**config.mk**
```make
export PLATFORM = sky130hd
export DESIGN_NAME = seq_gen_flat
export DESIGN_NICKNAME = d
export VERILOG_FILES = /design/src/rtl/seq_gen_pkg.sv /design/src/rtl/seq_gen_if.sv /design/src/rtl/seq_gen_shreg.sv /design/src/rtl/seq_gen.sv /design/src/flat_wrapper.sv
export SDC_FILE = /design/constraint.sdc
export NUM_CORES = 1
export LEC_CHECK = 0
export ABC_AREA = 1
export CAP_MARGIN = 20
export CORE_MARGIN = 4
export CORE_UTILIZATION = 30
export CTS_CLUSTER_DIAMETER = 30
export DETAILED_ROUTE_END_ITERATION = 6
export PLACE_DENSITY = 0.59
export SKIP_LAST_GASP = 1
export SYNTH_ARGS = -nofsm -noshare
export SYNTH_HDL_FRONTEND = slang
export SYNTH_HIERARCHICAL = 1
export SYNTH_SLANG_ARGS = --single-unit
```
**constraint.sdc**
```tcl
create_clock -name clk -period 1.43 [get_ports clk]
set_input_delay 0.429 -clock clk [delete_from_list [all_inputs] [get_ports clk]]
set_output_delay 0.429 -clock clk [all_outputs]
set_load 0.01 [all_outputs]
```
**src/rtl/seq_gen_pkg.sv**
```systemverilog
// Shared definitions for the serial sequence generator: state codes,
// FSM state type and a counter-width helper.
package seq_gen_pkg;

  localparam logic [1:0] S_IDLE = 2'd0;
  localparam logic [1:0] S_SEND = 2'd1;
  localparam logic [1:0] S_GAP  = 2'd2;
  localparam logic [1:0] S_DONE = 2'd3;

  typedef enum logic [1:0] {
    ST_IDLE = S_IDLE,
    ST_SEND = S_SEND,
    ST_GAP  = S_GAP,
    ST_DONE = S_DONE
  } state_t;

  // ceil(log2(v)), never below 1 so degenerate counters still have a bit
  function automatic int unsigned cnt_w(input int unsigned v);
    int unsigned r;
    r = 32'd0;
    while ((32'd1 << r) < v) begin
      r = r + 32'd1;
    end
    return (r == 32'd0) ? 32'd1 : r;
  endfunction

endpackage

```
**src/rtl/seq_gen_if.sv**
```systemverilog
// Request/serial-output bundle of seq_gen; master issues requests, slave transmits.
interface seq_gen_if #(
  parameter int WIDTH = 8,
  parameter int CNT_W = 4
);
  logic             start;
  logic [WIDTH-1:0] pattern;
  logic [CNT_W-1:0] repeat_cnt;
  logic             abort;
  logic             o;
  logic             o_valid;
  logic             busy;
  logic             done;

  modport master (
    output start, pattern, repeat_cnt, abort,
    input  o, o_valid, busy, done
  );

  modport slave (
    input  start, pattern, repeat_cnt, abort,
    output o, o_valid, busy, done
  );
endinterface

```
**src/rtl/seq_gen_shreg.sv**
```systemverilog
// Parallel-load shift register presenting its MSB; shifts toward the MSB.
module seq_gen_shreg #(
  parameter int WIDTH = 8
) (
  input  logic             clk,
  input  logic             rst_n,
  input  logic             load,
  input  logic             shift,
  input  logic [WIDTH-1:0] d,
  output logic             q_msb
);

  logic [WIDTH-1:0] data_r;

  // load has priority over shift
  always_ff @(posedge clk or negedge rst_n) begin
    if (!rst_n) begin
      data_r <= '0;
    end else if (load) begin
      data_r <= d;
    end else if (shift) begin
      data_r <= {data_r[WIDTH-2:0], 1'b0};
    end else begin
      data_r <= data_r;
    end
  end

  assign q_msb = data_r[WIDTH-1];

endmodule

```
**src/rtl/seq_gen.sv**
```systemverilog
// Serial sequence generator: sends a captured pattern MSB-first, repeat_cnt+1
// times, with optional idle gaps between frames and a done pulse at the end.
module seq_gen
  import seq_gen_pkg::*;
#(
  parameter int   WIDTH      = 8,
  parameter int   CNT_W      = 4,
  parameter int   GAP        = 2,
  parameter logic IDLE_LEVEL = 1'b1
) (
  input  logic       clk,
  input  logic       rst_n,
  seq_gen_if.slave   bus
);

  localparam int BIT_W = cnt_w(WIDTH);
  localparam int GAP_W = cnt_w(GAP + 1);
  localparam logic [BIT_W-1:0] BIT_LAST = BIT_W'(WIDTH - 1);
  localparam logic [GAP_W-1:0] GAP_LOAD = GAP_W'((GAP > 0) ? (GAP - 1) : 0);

  state_t           state_r;
  logic [WIDTH-1:0] hold_r;
  logic [CNT_W-1:0] reps_r;
  logic [BIT_W-1:0] bit_cnt_r;
  logic [GAP_W-1:0] gap_cnt_r;
  logic             o_r;
  logic             o_valid_r;
  logic             busy_r;
  logic             done_r;

  logic             load_s;
  logic             shift_s;
  logic [WIDTH-1:0] ld_data_s;
  logic             sh_msb_s;

  // The MSB goes straight to o on a (re)load, so the shifter holds only the
  // remaining bits and its MSB is always the next bit to send.
  always_comb begin
    load_s  = 1'b0;
    shift_s = 1'b0;
    if (state_r == ST_IDLE) begin
      ld_data_s = {bus.pattern[WIDTH-2:0], 1'b0};
    end else begin
      ld_data_s = {hold_r[WIDTH-2:0], 1'b0};
    end
    if (bus.abort) begin
      load_s  = 1'b0;
      shift_s = 1'b0;
    end else begin
      case (state_r)
        ST_IDLE: load_s = bus.start;
        ST_SEND: begin
          if (bit_cnt_r != '0) begin
            shift_s = 1'b1;
          end else if ((reps_r != '0) && (GAP == 32'sd0)) begin
            load_s = 1'b1;
          end else begin
            shift_s = 1'b0;
          end
        end
        ST_GAP: begin
          if (gap_cnt_r == '0) begin
            load_s = 1'b1;
          end else begin
            load_s = 1'b0;
          end
        end
        default: load_s = 1'b0;
      endcase
    end
  end

  seq_gen_shreg #(.WIDTH(WIDTH)) u_shreg (
    .clk   (clk),
    .rst_n (rst_n),
    .load  (load_s),
    .shift (shift_s),
    .d     (ld_data_s),
    .q_msb (sh_msb_s)
  );

  // FSM with counters and registered outputs
  always_ff @(posedge clk or negedge rst_n) begin
    if (!rst_n) begin
      state_r   <= ST_IDLE;
      hold_r    <= '0;
      reps_r    <= '0;
      bit_cnt_r <= '0;
      gap_cnt_r <= '0;
      o_r       <= IDLE_LEVEL;
      o_valid_r <= 1'b0;
      busy_r    <= 1'b0;
      done_r    <= 1'b0;
    end else if (bus.abort) begin
      state_r   <= ST_IDLE;
      o_r       <= IDLE_LEVEL;
      o_valid_r <= 1'b0;
      busy_r    <= 1'b0;
      done_r    <= 1'b0;
    end else begin
      case (state_r)
        ST_IDLE: begin
          done_r <= 1'b0;
          if (bus.start) begin
            state_r   <= ST_SEND;
            hold_r    <= bus.pattern;
            reps_r    <= bus.repeat_cnt;
            bit_cnt_r <= BIT_LAST;
            o_r       <= bus.pattern[WIDTH-1];
            o_valid_r <= 1'b1;
            busy_r    <= 1'b1;
          end else begin
            o_r       <= IDLE_LEVEL;
            o_valid_r <= 1'b0;
            busy_r    <= 1'b0;
          end
        end
        ST_SEND: begin
          if (bit_cnt_r != '0) begin
            o_r       <= sh_msb_s;
            bit_cnt_r <= bit_cnt_r - BIT_W'(1);
          end else if (reps_r == '0) begin
            state_r   <= ST_DONE;
            o_r       <= IDLE_LEVEL;
            o_valid_r <= 1'b0;
            busy_r    <= 1'b0;
            done_r    <= 1'b1;
          end else if (GAP > 32'sd0) begin
            state_r   <= ST_GAP;
            o_r       <= IDLE_LEVEL;
            o_valid_r <= 1'b0;
            gap_cnt_r <= GAP_LOAD;
            reps_r    <= reps_r - CNT_W'(1);
          end else begin
            o_r       <= hold_r[WIDTH-1];
            bit_cnt_r <= BIT_LAST;
            reps_r    <= reps_r - CNT_W'(1);
          end
        end
        ST_GAP: begin
          if (gap_cnt_r == '0) begin
            state_r   <= ST_SEND;
            o_r       <= hold_r[WIDTH-1];
            o_valid_r <= 1'b1;
            bit_cnt_r <= BIT_LAST;
          end else begin
            gap_cnt_r <= gap_cnt_r - GAP_W'(1);
          end
        end
        ST_DONE: begin
          state_r <= ST_IDLE;
          done_r  <= 1'b0;
        end
        default: begin
          state_r   <= ST_IDLE;
          o_r       <= IDLE_LEVEL;
          o_valid_r <= 1'b0;
          busy_r    <= 1'b0;
          done_r    <= 1'b0;
        end
      endcase
    end
  end

  assign bus.o       = o_r;
  assign bus.o_valid = o_valid_r;
  assign bus.busy    = busy_r;
  assign bus.done    = done_r;

endmodule

```
**src/flat_wrapper.sv**
```systemverilog
// flat-port wrapper written by rule: the top's interface ports become plain ports
module seq_gen_flat import seq_gen_pkg::*;
#(
  parameter int   WIDTH      = 8,
  parameter int   CNT_W      = 4,
  parameter int   GAP        = 2,
  parameter logic IDLE_LEVEL = 1'b1
)
  (clk, rst_n, bus_start, bus_pattern, bus_repeat_cnt, bus_abort, bus_o, bus_o_valid, bus_busy, bus_done);
  seq_gen_if #(.WIDTH(WIDTH), .CNT_W(CNT_W)) bus_i ();
  input  logic clk;
  input  logic rst_n;
  input wire logic [$bits(bus_i.start)-1:0] bus_start;
  input wire logic [$bits(bus_i.pattern)-1:0] bus_pattern;
  input wire logic [$bits(bus_i.repeat_cnt)-1:0] bus_repeat_cnt;
  input wire logic [$bits(bus_i.abort)-1:0] bus_abort;
  output wire logic [$bits(bus_i.o)-1:0] bus_o;
  output wire logic [$bits(bus_i.o_valid)-1:0] bus_o_valid;
  output wire logic [$bits(bus_i.busy)-1:0] bus_busy;
  output wire logic [$bits(bus_i.done)-1:0] bus_done;
  assign bus_i.start = bus_start;
  assign bus_i.pattern = bus_pattern;
  assign bus_i.repeat_cnt = bus_repeat_cnt;
  assign bus_i.abort = bus_abort;
  assign bus_o = bus_i.o;
  assign bus_o_valid = bus_i.o_valid;
  assign bus_busy = bus_i.busy;
  assign bus_done = bus_i.done;
  seq_gen #(.WIDTH(WIDTH), .CNT_W(CNT_W), .GAP(GAP), .IDLE_LEVEL(IDLE_LEVEL)) u_core (.clk(clk), .rst_n(rst_n), .bus(bus_i));
endmodule
```
==> summary.txt, run 1 <==
Global routing
  – Largest net degree at the start of global routing: 32
  – GR Overflow Total: 0
  – First-pass GRT wire length: 7610 um
  – Antenna violations before repair: 0
  – Total GRT Usage: 12.9%
  – Vias in the first global route: 1745

Timing
  – RSZ-0062 raised after global routing: true
  – Final hold slack: 0.487 ns
  – Fmax: 681 MHz
  – Final worst-path cycle share: 103%
  – Setup TNS: -0.108 ns
  – Final Skew: roughly 0.0075 ns
  – Setup ws final: -0.0378 ns
  – Final worst path period need: between 1 and 1.5 ns
  – Max-slew violations: 0
  – Final hold violations: 0
  – Endpoints failing setup: 4

Clocking
  – Skew-Pair Late Insertion Delay: between 0.2 and 0.3 ns
  – Worst-path clk slew: around 0.07 ns
  – Max Buffers Root-to-Sink: 2
  – Htree depth: 2
  – CTS tree: done
  – Num CTS Buffers: 5
  – CTS Hold Bufs: 0
  – Clk sink count: 31
  – Root Driver: clkbuf_8

Yosys
  – Number of synthesized register bits: 31
  – Cell count after synthesis: 250
  – Sequential area share after synthesis: 42.1%
  – Netlist Area Pre-Place: 1850 um2
  – Syn nets: 275
  – Top cells by area, synth: dfrtp_1 41%, nand2_1 17%, o21ai_0 7.6%, nand3_1 6.8%, ha_1 6.1%
  – Post-synth top area share: 40.7%
  – Post-synth top area cell: dfrtp_1
  – Synth warnings: 6
  – Synth Area per Inst: 7.39 um2
  – Netlist cell types: 26

Drt
  – 1st-pass router iterations: 4
  – Aggregate routed wire length: 4550 um
  – Detailed-route via count: 1778
  – Number of remaining DRC errors: 0
  – Routed WL per cell: 11.7 um
  – Detail Route Antenna Nets: 0
  – Drt via density: 4.57
  – Iteration-0 DRC Markers: 73

Final layout
  – Final net count: 339
  – Layout cells sized above 1: 32.2%
  – Fillers: 604
  – Design area: 2750 um2
  – Synthesis-to-layout area growth: 48.7%
  – Diode count: 0
  – Utilization after layout: 46.1%
  – Fin cells: slightly below 400

Min path
  – Worst hold path type: reg -> reg

Placed design
  – Hpwl dp: about 3200 um
  – Final Wtd Congestion: 0.832
  – Dpl ws: -0.407 ns
  – Inst Count DP: 370
  – Port-buffer cells: 19
  – Post-placement cell area: approximately 2400 um2

Power and ir drop
  – Clock power share: about 14%
  – Psw: 2.47 mW
  – Pwr/cell area: 2150 nW/um2
  – Int Pwr: 3.44 mW
  – Leakage power: 1.38 nW
  – Sw Share: 41.8%
  – Logic pwr share: 59.4%
  – Total power: 5.91 mW
  – Sequential Power Share: 26.5%
  – VDD IR max: approximately 0.0008 V

Job
  – Max-cap viol count: 0

Worst setup path
  – Worst Setup Path Type: reg -> reg
  – CP max stage delay: around 0.43 ns
  – Arrival time worst endpoint: 1.67 ns
  – CP dominant cell by count: buf_6
  – Worst Setup End Kind: flip-flop
  – Crit path cell chain: buf_6, ha_4, nand2_4, nor2_4, buf_6, a21oi_4, nand2_1, o21ai_1
  – Worst Path Max Fanout: 5
  – Data required, critical path: 1.63 ns
  – Setup crit start kind: flip-flop
  – Critical path's slowest cell: dfrtp_1

Status
  – Outcome: finished with violations
  – Failing checks: negative setup slack

Die
  – IO Count: 20
  – Rows: 28
  – Core Area: 5960 um2
  – Starting Density: 31.0%
  – DIE HEIGHT: 86.5 um
  – Die Wd: 86.5 um
  – Die area: 7480 um2
[layout make-up]
type                    count  area [um2]  area share (%)
repair buffers             62         556            20.2
clock inverters             1        30.0            1.09
inverters                  32         133            4.83
well taps                  75        93.8            3.42
multi-input cells         182        1080            39.5
flip-flops and latches     31         778            28.3
clock buffers               6        72.6            2.64
[layer usage]
layer	part of all wire [%]	global-route usage (%)	up-vias
met5	0	0	-
met1	49	17.0	822
met4	2.3	5.10	0
met2	46	21.1	25
li1	-	-	923
met3	3.3	2.28	8
[cell usage in the layout, fill, tap and decap left out, types with 2 or more instances in the layout]
cell	Yosys	layout
inv_1	28	22
nor2_1	13	7
a21oi_1	3	2
dfrtp_1	30	29
a21oi_2	2	2
nand2_4	0	2
nor2_4	1	4
buf_6	1	10
o21ai_0	28	17
inv_2	3	6
ha_1	9	4
o21ai_1	2	11
dlygate4sd2_1	0	4
nand2_2	2	9
nand4_1	5	5
buf_4	2	32
nand3_1	25	19
nor2_2	2	5
clkbuf_8	0	5
ha_4	0	4
clkdlybuf4s50_1	0	13
nand2_1	85	76
nand3_2	0	6
inv_4	1	3
[synthesized netlist by cell type]
cell type / number
nand2_1: 85
dfrtp_1: 30
inv_1: 28
o21ai_0: 28
nand3_1: 25
nor2_1: 13
ha_1: 9
nand4_1: 5
a21oi_1: 3
inv_2: 3
a21oi_2: 2
buf_4: 2
nand2_2: 2
nor2_2: 2
o21ai_1: 2
buf_2: 1
buf_6: 1
clkbuf_1: 1
conb_1: 1
dfstp_2: 1
inv_4: 1
nand3_4: 1
nor2_4: 1
nor2_8: 1
or2_2: 1
xor2_1: 1
[state kept, by name, indices dropped and copies added, names as in the netlist]
signal / count
u_core/gap_cnt_r: 2
u_core/bus.done: 1
u_core/bus.o: 1
u_core/u_shreg/data_r: 8
u_core/bus.o_valid: 1
u_core/reps_r: 4
u_core/hold_r: 8
u_core/bit_cnt_r: 3
u_core/bus.busy: 1
u_core/state_r: 2
[power groups by stage]
stage / registers, mW / logic (mW) / clock network [mW]
2_1_floorplan: 1.51 / 1.82 / 0
3_3_place_gp: 1.53 / 2.80 / 0
3_5_place_dp: 1.54 / 2.84 / 0
4_1_cts: 1.55 / 3.14 / 0.855
5_1_grt: 1.62 / 3.94 / 0.903
6_report: 1.57 / 3.51 / 0.831
[logic make-up after synthesis]
family          synth area share (%)
compound gates                  9.89
xor+xnor                       0.474
fa+ha+maj                       6.10
buf+inv                         8.54
flops                           42.1
other cells                    0.203
simple gates                    32.7
[final timing paths]
kind | startpoint | to | slack [ns] | depth (start not counted)
setup / recovery | u_core/state_r[0] | u_core/state_r[0] | -0.04 | 8
hold / removal | u_core/u_shreg/data_r[0] | u_core/u_shreg/data_r[0] | 0.49 | 2
setup reg to reg | u_core/state_r[0] | u_core/state_r[0] | -0.04 | 8
hold reg to reg | u_core/u_shreg/data_r[0] | u_core/u_shreg/data_r[0] | 0.49 | 2
max in group asynchronous | rst_n | u_core/bus.o | 0.69 | 2
min in group asynchronous | rst_n | u_core/bit_cnt_r[1] | 0.50 | 2
[worst max-delay path, delay by kind of cell (launching register included)]
family	cells	cell delay, ns
AO/OA/AOI/OAI	2	0.28
flip-flops	1	0.43
AND/OR/NAND/NOR	3	0.23
buffers and inverters	2	0.25
adder cells (fa/ha/maj)	1	0.18
[what timing repair did]
item	in CTS	in global routing
resized for setup	32	41
pin swaps	12	18
endpoints found under the hold margin	0	0
setup buffers	6	6
endpoints found under the setup margin	26	25
No activity file was read; power rests on OpenSTA's default activity.
==> inputs of run 2 (changes only) <==
--- a/config.mk
+++ b/config.mk
@@ -11,6 +11,7 @@
 export CORE_UTILIZATION = 30
 export CTS_CLUSTER_DIAMETER = 30
 export DETAILED_ROUTE_END_ITERATION = 6
+export MAX_ROUTING_LAYER = met4
 export PLACE_DENSITY = 0.59
 export SKIP_LAST_GASP = 1
 export SYNTH_ARGS = -nofsm -noshare
==> run 2 against run 1 <==
  * The flow still finishes with violations (negative setup slack)
  * Clock-buffer cell count unchanged
  * Clock skew about the same
  * Wire length down 0.11%
  * Core utilization unchanged
  * Power about the same
  * Combinational power about the same
  * Critical path type unchanged
  * Highest routed layer unchanged
==> summary.txt, run 2 (synthesis results as in run 1) <==
Status
  – Outcome: finished with violations
  – Failing checks: negative setup slack

Final layout
  – Layout cells sized above 1: 32.2% (unchanged)
  – Diode count: 0 (unchanged)
  – Final net count: 339 (unchanged)
  – Utilization after layout: 46.1% (unchanged)
  – Top Registers: u_core/hold_r: 8 flops, u_core/u_shreg/data_r: 8 flops, u_core/reps_r: 4 flops
  – Synthesis-to-layout area growth: 48.7% (unchanged)
  – Most frequent cells in the layout: 76 x nand2_1, 32 x buf_4, 29 x dfrtp_1
  – Most common cell after layout, fill and taps aside: nand2_1

Min path
  – Worst hold path type: reg -> reg
  – Min-delay src: u_core/u_shreg/data_r[0]
  – Hold Crit Depth: 2 (unchanged)

Worst setup path
  – Crit path cell chain: buf_6, ha_4, nand2_4, nor2_4, buf_6, a21oi_4, nand2_1, o21ai_1
  – Setup crit start kind: flip-flop
  – Number of stages on the worst setup path: 8 (unchanged)
  – CP dominant cell by count: buf_6
  – R2r worst-path depth: 8 (unchanged)
  – Worst Setup Path Type: reg -> reg
  – Data required, critical path: 1.63 ns (about the same)
  – Critical Path Start: u_core/state_r[0]
  – Worst Setup End Kind: flip-flop
  – Worst Path Max Fanout: 5 (unchanged)
  – CP max stage delay: 0.43 ns (about the same)
  – Arrival time worst endpoint: 1.67 ns (about the same)
  – Crit-path leading delay family: flip-flops
  – R2r startpoint: u_core/state_r[0]
  – Critical path's slowest cell: dfrtp_1
  – Worst Path Buf+Inv: 2 (unchanged)

Timing
  – Final hold violations: 0 (unchanged)
  – Final Skew: 0.00745 ns (+0.000000110 ns)
  – Setup ws final: -0.0377 ns (+0.0000377 ns)
  – RSZ-0062 raised after global routing: true
  – Fmax: 681 MHz (about the same)
  – Final hold slack: 0.487 ns (+0.0000110 ns)
  – Max-slew violations: 0 (unchanged)
  – Final worst-path cycle share: 103% (about the same)
  – Final worst path period need: 1.47 ns (-0.0000377 ns)
  – Endpoints failing setup: 4 (unchanged)

Power and ir drop
  – Int Pwr: 3.44 mW (about the same)
  – VDD IR max: 0.000801 V (about the same)
  – Clock power share: 14.1% (about the same)
  – Leakage power: 1.38 nW (unchanged)
  – Logic pwr share: 59.4% (about the same)
  – Psw: 2.47 mW (about the same)
  – Pwr/cell area: 2150 nW/um2 (about the same)
  – Sw Share: 41.7% (about the same)
  – Sequential Power Share: 26.5% (about the same)

Clocking
  – Root Driver: clkbuf_8
  – Skew-Pair Late Insertion Delay: 0.29 ns (about the same)
  – CTS tree: done
  – CTS Hold Bufs: 0 (unchanged)
  – Clk sink count: 31 (unchanged)
  – Num CTS Buffers: 5 (unchanged)
  – Max Buffers Root-to-Sink: 2 (unchanged)
  – Worst-path clk slew: 0.07 ns (about the same)
  – Htree depth: 2 (unchanged)

Die
  – Die area: 7480 um2 (unchanged)
  – DIE HEIGHT: 86.5 um (unchanged)
  – Rows: 28 (unchanged)
  – Starting Density: 31.0% (unchanged)
  – IO Count: 20 (unchanged)
  – Core Area: 5960 um2 (unchanged)
  – Die Wd: 86.5 um (unchanged)

Global routing
  – Met3 Track Usage GR: 2.28% (unchanged)
  – Busiest grt layer: met2
  – First-pass GRT wire length: 7610 um (unchanged)
  – Grt met1 use: 17.0% (unchanged)
  – GRT met2 Usage: 21.1% (unchanged)
  – Antenna violations before repair: 0 (unchanged)
  – GR Overflow Total: 0 (unchanged)
  – Largest net degree at the start of global routing: 32 (unchanged)
  – Vias in the first global route: 1744 (-0.057%)
  – Total GRT Usage: 13.3% (+0.38 points)

Placed design
  – Final Wtd Congestion: 0.844 (+1.5%)
  – Hpwl dp: 3170 um (unchanged)
  – Port-buffer cells: 19 (unchanged)

Drt
  – Iteration-0 DRC Markers: 78 (+6.8%)
  – Detailed-route via count: 1777 (-0.056%)
  – Routed WL per cell: 11.7 um (-0.11%)
  – Number of remaining DRC errors: 0 (unchanged)
  – Aggregate routed wire length: 4550 um (-0.11%)
  – Detail Route Antenna Nets: 0 (unchanged)
  – 1st-pass router iterations: 4 (unchanged)
  – Drt via density: 4.57 (about the same)

Job
  – Max-cap viol count: 0 (unchanged)
==> run 2: cell counts in the layout (fill, tap and decap cells not counted) <==
No cell type changed its count.
==> run 2: area by class of cell <==
class,instances,area (um2)
Clock inverter,1,30.0
Timing Repair Buffer,62,556
Sequential cell,31,778
Tap cell,75,93.8
Multi-Input combinational cell,182,1080
Inverter,32,133
Clock buffer,6,72.6
Fill cell,604,3210
==> run 2: power groups by stage <==
stage	clock network (mW)	registers, mW	logic [mW]
6_report	0.830	1.57	3.51
4_1_cts	0.855	1.55	3.14
2_1_floorplan	0	1.51	1.82
3_3_place_gp	0	1.53	2.80
3_5_place_dp	0	1.54	2.84
5_1_grt	0.903	1.62	3.94
==> run 2: worst paths after layout <==
| kind | endpoint | slack, ns |
|---|---|---|
| worst min-delay path | u_core/u_shreg/data_r[0] | 0.49 |
| max in group asynchronous | u_core/bus.o | 0.69 |
| min in group asynchronous | u_core/bit_cnt_r[1] | 0.50 |
| worst max register to register | u_core/state_r[0] | -0.04 |
| worst min register to register | u_core/u_shreg/data_r[0] | 0.49 |
| worst max-delay path | u_core/state_r[0] | -0.04 |
==> run 2: per-stage QoR <==
| step | area, um2 | std cells | setup TNS, ns | total power, mW | setup WS (ns) |
|---|---|---|---|---|---|
| after floorplan | 1870 | 250 | 0 | 3.33 | 0.0211 |
| after global placement | 2360 | 370 | -8.37 | 4.33 | -0.347 |
| after detailed placement | 2360 | 370 | -9.07 | 4.38 | -0.407 |
| after CTS | 2600 | 383 | -0.217 | 5.55 | -0.0954 |
| after global routing | 2750 | 389 | -1.32 | 6.46 | -0.132 |
| final | 2750 | 389 | -0.108 | 5.91 | -0.0377 |
==> run 2: worst reg2reg max path: stages, from the launching register on <==
cell and delay [ns]:
dfrtp_1 0.43, buf_6 0.14, ha_4 0.18, nand2_4 0.09
nor2_4 0.04, buf_6 0.11, a21oi_4 0.16, nand2_1 0.10
o21ai_1 0.12
==> run 2: routing by layer <==
metal	up-vias	wire length, um
li1	924	-
met1	820	2220
met2	25	2070
met3	8	149
met4	0	104
met5	-	0
==> run 2: what timing repair did <==
action / in CTS / in global routing
setup buffers: 6 / 6
setup endpoints to repair: 26 / 25
pin swaps: 12 / 18
cloned: 0 / 0
gates resized for setup: 32 / 41
